<file path="config.mk">
export PLATFORM = sky130hd
export DESIGN_NAME = vga_sync_decoder
export DESIGN_NICKNAME = d
export VERILOG_FILES = /design/src/rtl/vga_sync_decoder.sv
export SDC_FILE = /design/constraint.sdc
export NUM_CORES = 1
export LEC_CHECK = 0
export ABC_CLOCK_PERIOD_IN_PS = 7700
export CELL_PAD_IN_SITES_DETAIL_PLACEMENT = 0
export CELL_PAD_IN_SITES_GLOBAL_PLACEMENT = 1
export CORE_MARGIN = 5
export CORE_UTILIZATION = 46
export DETAILED_ROUTE_END_ITERATION = 10
export PLACE_DENSITY_LB_ADDON = 0.08
export SYNTH_ARGS = -nofsm -noshare
export SYNTH_HDL_FRONTEND = slang
export SYNTH_SLANG_ARGS = --single-unit
</file>
<file path="constraint.sdc">
create_clock -name i_clk -period 7.7 [get_ports i_clk]
set_input_delay 1.54 -clock i_clk [delete_from_list [all_inputs] [get_ports i_clk]]
set_output_delay 1.54 -clock i_clk [all_outputs]
set_load 0.05 [all_outputs]
</file>
<file path="src/rtl/vga_sync_decoder.sv">
// Receive-side VGA timing decoder: recovers pixel coordinates, measures line and
// frame periods, and tracks lock. Define VGA_DEC_SYNC_POS_EN for active-high syncs.
module vga_sync_decoder #(
  parameter int H_ACTIVE    = 640,
  parameter int V_ACTIVE    = 480,
  parameter int CW          = 11,
  parameter int LOCK_FRAMES = 2
) (
  input  logic          i_clk,
  input  logic          i_rst,
  input  logic          i_hsync,
  input  logic          i_vsync,
  input  logic          i_video,
  output logic [9:0]    o_x,
  output logic [9:0]    o_y,
  output logic          o_de,
  output logic          o_line_start,
  output logic          o_frame_start,
  output logic [CW-1:0] o_h_total,
  output logic [CW-1:0] o_v_total,
  output logic          o_locked,
  output logic          o_err
);

`ifdef VGA_DEC_SYNC_POS_EN
  localparam logic SYNC_ON = 1'b1;
`else
  localparam logic SYNC_ON = 1'b0;
`endif

  localparam logic [3:0] LOCK_N = 4'(LOCK_FRAMES);

  if (H_ACTIVE < 1 || H_ACTIVE > 1024 || V_ACTIVE < 1 || V_ACTIVE > 1024 ||
      LOCK_FRAMES < 1 || LOCK_FRAMES > 15 || CW < 2) begin : g_bad_params
    $error("vga_sync_decoder: parameter out of range");
  end

  typedef enum logic [1:0] {SEARCH, TRACK, LOCKED} state_t;

  state_t        state;
  logic          d_h;
  logic          d_v;
  logic          d_de;
  logic          h_valid;
  logic [CW-1:0] hcnt;
  logic [CW-1:0] vcnt;
  logic [CW-1:0] ref_h;
  logic [CW-1:0] ref_v;
  logic [3:0]    match;

  logic          h_edge;
  logic          v_edge;
  logic          hcnt_sat;
  logic          v_new_ref;
  logic [CW-1:0] h_meas;
  logic [CW-1:0] v_meas;
  logic [3:0]    match_new;

  // Measurements are taken combinationally so the edge cycle itself can judge them.
  always_comb begin
    h_edge    = (i_hsync == SYNC_ON) && (d_h != SYNC_ON);
    v_edge    = (i_vsync == SYNC_ON) && (d_v != SYNC_ON);
    hcnt_sat  = &hcnt;
    h_meas    = hcnt + CW'(1);
    v_meas    = vcnt;
    v_new_ref = (match == 4'd0) || (v_meas != ref_v);
    match_new = v_new_ref ? 4'd1 : match + 4'd1;
  end

  // NOTE: every register here uses <= so all updates see the same pre-edge values.
  always_ff @(posedge i_clk) begin
    if (i_rst) begin
      d_h           <= ~SYNC_ON;
      d_v           <= ~SYNC_ON;
      d_de          <= 1'b0;
      h_valid       <= 1'b0;
      hcnt          <= '0;
      vcnt          <= '0;
      ref_h         <= '0;
      ref_v         <= '0;
      match         <= 4'd0;
      state         <= SEARCH;
      o_x           <= 10'd0;
      o_y           <= 10'd0;
      o_de          <= 1'b0;
      o_line_start  <= 1'b0;
      o_frame_start <= 1'b0;
      o_h_total     <= '0;
      o_v_total     <= '0;
      o_locked      <= 1'b0;
      o_err         <= 1'b0;
    end else begin
      d_h           <= i_hsync;
      d_v           <= i_vsync;
      d_de          <= i_video;
      o_de          <= i_video;
      o_line_start  <= h_edge;
      o_frame_start <= v_edge;
      o_err         <= 1'b0;

      if (i_video) begin
        if (!d_de)              o_x <= 10'd0;
        else if (o_x != 10'h3FF) o_x <= o_x + 10'd1;
      end

      if (v_edge)              o_y <= 10'd0;
      else if (!i_video && d_de) o_y <= o_y + 10'd1;

      if (h_edge) begin
        hcnt    <= '0;
        h_valid <= 1'b1;
      end else if (!hcnt_sat) begin
        hcnt <= hcnt + CW'(1);
      end

      if (v_edge)      vcnt <= h_edge ? CW'(1) : '0;
      else if (h_edge) vcnt <= vcnt + CW'(1);

      case (state)
        SEARCH: begin
          if (v_edge) begin
            state <= TRACK;
            ref_h <= '0;
            match <= 4'd0;
          end
        end
        TRACK: begin
          if (h_edge && h_valid && ref_h != '0 && h_meas != ref_h) begin
            state <= SEARCH;
          end else begin
            if (h_edge && h_valid && ref_h == '0) ref_h <= h_meas;
            if (v_edge) begin
              ref_v <= v_meas;
              match <= match_new;
              if (match_new == LOCK_N) begin
                state     <= LOCKED;
                o_locked  <= 1'b1;
                o_h_total <= ref_h;
                o_v_total <= v_meas;
              end
            end
          end
        end
        LOCKED: begin
          if ((h_edge && h_meas != ref_h) || (v_edge && v_meas != ref_v) || hcnt_sat) begin
            state    <= SEARCH;
            o_locked <= 1'b0;
            o_err    <= 1'b1;
          end
        end
        default: state <= SEARCH;
      endcase
    end
  end

endmodule
</file>
==> qor.yml <==
rr_worst_depth: 8
maxSlewViolCount: 0
crit_fanout: 40
p_leak_nw: 1.97
portBuffers: 51
yosys.area.top_type: "dfxtp_1"
die_y_um: 112
fin_crit_ns: 3.78
cp_cell_sequence: "clkdlybuf4s50_1 -> buf_4 -> inv_1 -> nand2_1 -> a21oi_1"
grt_overflow: 0
slew_headroom_pct: 23.6
clock_latency_ns: 0.37
num_vias: 3999
rsz0062_at_grt: "false"
synth_commonest_cells: "dfxtp_1, nand2_1, nor2_1, mux2i_1, xor2_1"
cts_root_buffer: "clkbuf_8"
p_per_area_nw_per_um2: 164
setup_viol: 0
drcViolationCount: 0
crit_type: "in2reg"
tightest_slew_ns: 1.14
firstDrtPassIters: 6
synthTopCellsByArea: "dfxtp_1, mux2i_1, xor2_1"
dp.cells: 713
fmax_mhz: 265
cp-start-kind: "input pin"
grt_max_degree: 41
async_flop_share_pct: 0
power.switching_w: 0.000232
n_antenna_cell: 0
netlist_area_um2: 4780
cts.path.max_buffers: 2
pin_count: 52
hpwlAfterDp_um: 7970
hold_viol_final: 0
required_ns: 7.98
tritoncts: "yes"
fin_tns_setup_ns: 0
viasPerCell: 5.49
fin_ws_ns: 3.92
worstHoldPathType: "reg2reg"
gp_congestion: 0.798
ys_seq_area_share_pct: 41.9
sw_frac_of_total_pct: 25.7
dieArea_um2: 12500
dp_slack_ns: 3.49
wirelength_um: 10900
syn_inst: 553
crit_slowest_cell: "inv_1"
p_comb_share_pct: 6.2
synth-edff-count: 0
grt_pass1_wl_um: 18600
die_x_um: 112
multi_input_area_um2: 2580
ant_nets: 0
ys.flop_type: "dfxtp_1"
start_util_pct: 46.7
synth_top_area_share_pct: 41.9
clock_skew_ns: 0.00776
seqPwrFrac_pct: 58.4
ys_warn_count: 0
crit_path_max_incr_delay_ns: 0.86
peakVddDrop_uv: 96.4
synth_most_common_cell: "dfxtp_1"
hold_ws_ns: 0.461
fillers: 977
nNetsFinal: 599
stdcell_count: 729
ff_latch_area_um2: 2000
p_int_w: 0.000671
post_drt_wl_per_cell_um: 15.0
fp.coreArea_um2: 10200
clkPwrFrac_pct: 35.4
cts.sinks: 100
fin_crit_sh_pct: 49.0
synth_seq_cells: 100
max-cap-violations: 0
clk_pin_slew_ns: 0.10
drt_iter0_markers: 247
grt_use_total_pct: 17.8
drive_gt1_share_pct: 4.72
syn_to_final_growth_pct: 15.3
post-cts-setup-buffers: 0
ctsHoldBuffers: 0
cts_resized: 0
hold-path-cell-count: 2
crit_path_end_kind: "flip-flop"
fp-row-count: 37
grt_pass1_vias: 3766
status: "finished, final reports clean"
critPathArrivalTime_ns: 4.06
numCtsBuffers: 9
syn_avg_cell_area_um2: 8.64
htreeDepth: 3
syn-num-nets: 564
antenna_found_initial: 0
total_power_w: 0.000904
yosysUniqueCellTypes: 55
path summary, 6_finish.rpt:
| kind | start | end | slack, ns |
|---|---|---|---|
| worst max-delay path | i_rst | v_meas[1]$_SDFFE_PP0P_ | 3.92 |
| worst min-delay path | o_v_total[0]$_SDFFE_PP0P_ | o_v_total[0]$_SDFFE_PP0P_ | 0.46 |
| worst max register to register | hcnt[0]$_SDFFE_PP0N_ | ref_v[0]$_SDFFE_PP0P_ | 4.40 |
| worst min register to register | o_v_total[0]$_SDFFE_PP0P_ | o_v_total[0]$_SDFFE_PP0P_ | 0.46 |
stage by stage:
step,area (um^2),util (%)
after floorplan,4780,-
final,5510,53.8
after global placement,5320,52.0
after global routing,5510,53.8
after CTS,5510,53.8
after detailed placement,5320,52.0
cell usage in the layout, fill, tap and decap left out, types with 4 or more instances in the layout:
master           instances
o211ai_1                 4
inv_1                    9
nand3_1                 27
nor4_1                   7
nor3_1                  15
nor2b_1                  7
nand4_1                 11
a31oi_1                  5
dfxtp_1                100
nand2_1                 80
clkdlybuf4s50_1         51
clkbuf_8                10
xor2_1                  35
ha_1                     6
or3_1                    8
a21oi_1                 25
nand2b_1                 6
xnor2_1                 16
mux2i_1                 37
and3_1                   9
nor2_1                  58
o21ai_0                 10
routing by layer:
layer | vias up | track usage [%] | share of wire, %
met4 | 0 | 5.27 | 1.9
met2 | 100 | 30.2 | 49
met3 | 18 | 4.02 | 4.6
met1 | 1889 | 22.7 | 44
met5 | - | 0 | 0
li1 | 1992 | - | -
sequential cells by signal (all words and copies together) (netlist names), 2 cells and up:
name	flops
hcnt	11
match	4
o_h_total	11
o_v_total	11
o_x	10
o_y	10
ref_h	11
ref_v	11
state	2
v_meas	11
cell families (layout without fill, tap and decap cells):
family	after synthesis	in the layout	share of synthesized area, %
AND/OR/NAND/NOR	245	245	24.8
AO/OA/AOI/OAI	74	74	10.2
adder cells (fa/ha/maj)	6	6	1.57
buffers and inverters	39	79	4.06
XOR/XNOR	52	52	9.69
flip-flops	100	100	41.9
multiplexers	37	37	7.75
worst max-delay path, delay by kind of cell:
| kind | cells | cell delay [ns] |
|---|---|---|
| buffers and inverters | 3 | 1.48 |
| AND/OR/NAND/NOR | 1 | 0.74 |
| AO/OA/AOI/OAI | 1 | 0.29 |
power by group through the flow:
stage          clock network (W)   logic, W  registers, W
3_3_place_gp                   0  0.0000556      0.000539
4_1_cts                 0.000331  0.0000564      0.000527
2_1_floorplan                  0  0.0000386      0.000542
6_report                0.000320  0.0000559      0.000527
3_5_place_dp                   0  0.0000562      0.000539
5_1_grt                 0.000350  0.0000618      0.000528
cell type report:
cell class	instances	share of cell area [%]
Tap cell	136	3.09
Clock buffer	11	2.57
Multi-Input combinational cell	414	46.9
Sequential cell	100	36.4
Timing Repair Buffer	54	9.68
Inverter	9	0.613
Clock inverter	5	0.818
Power figures use the tool's default switching activity.
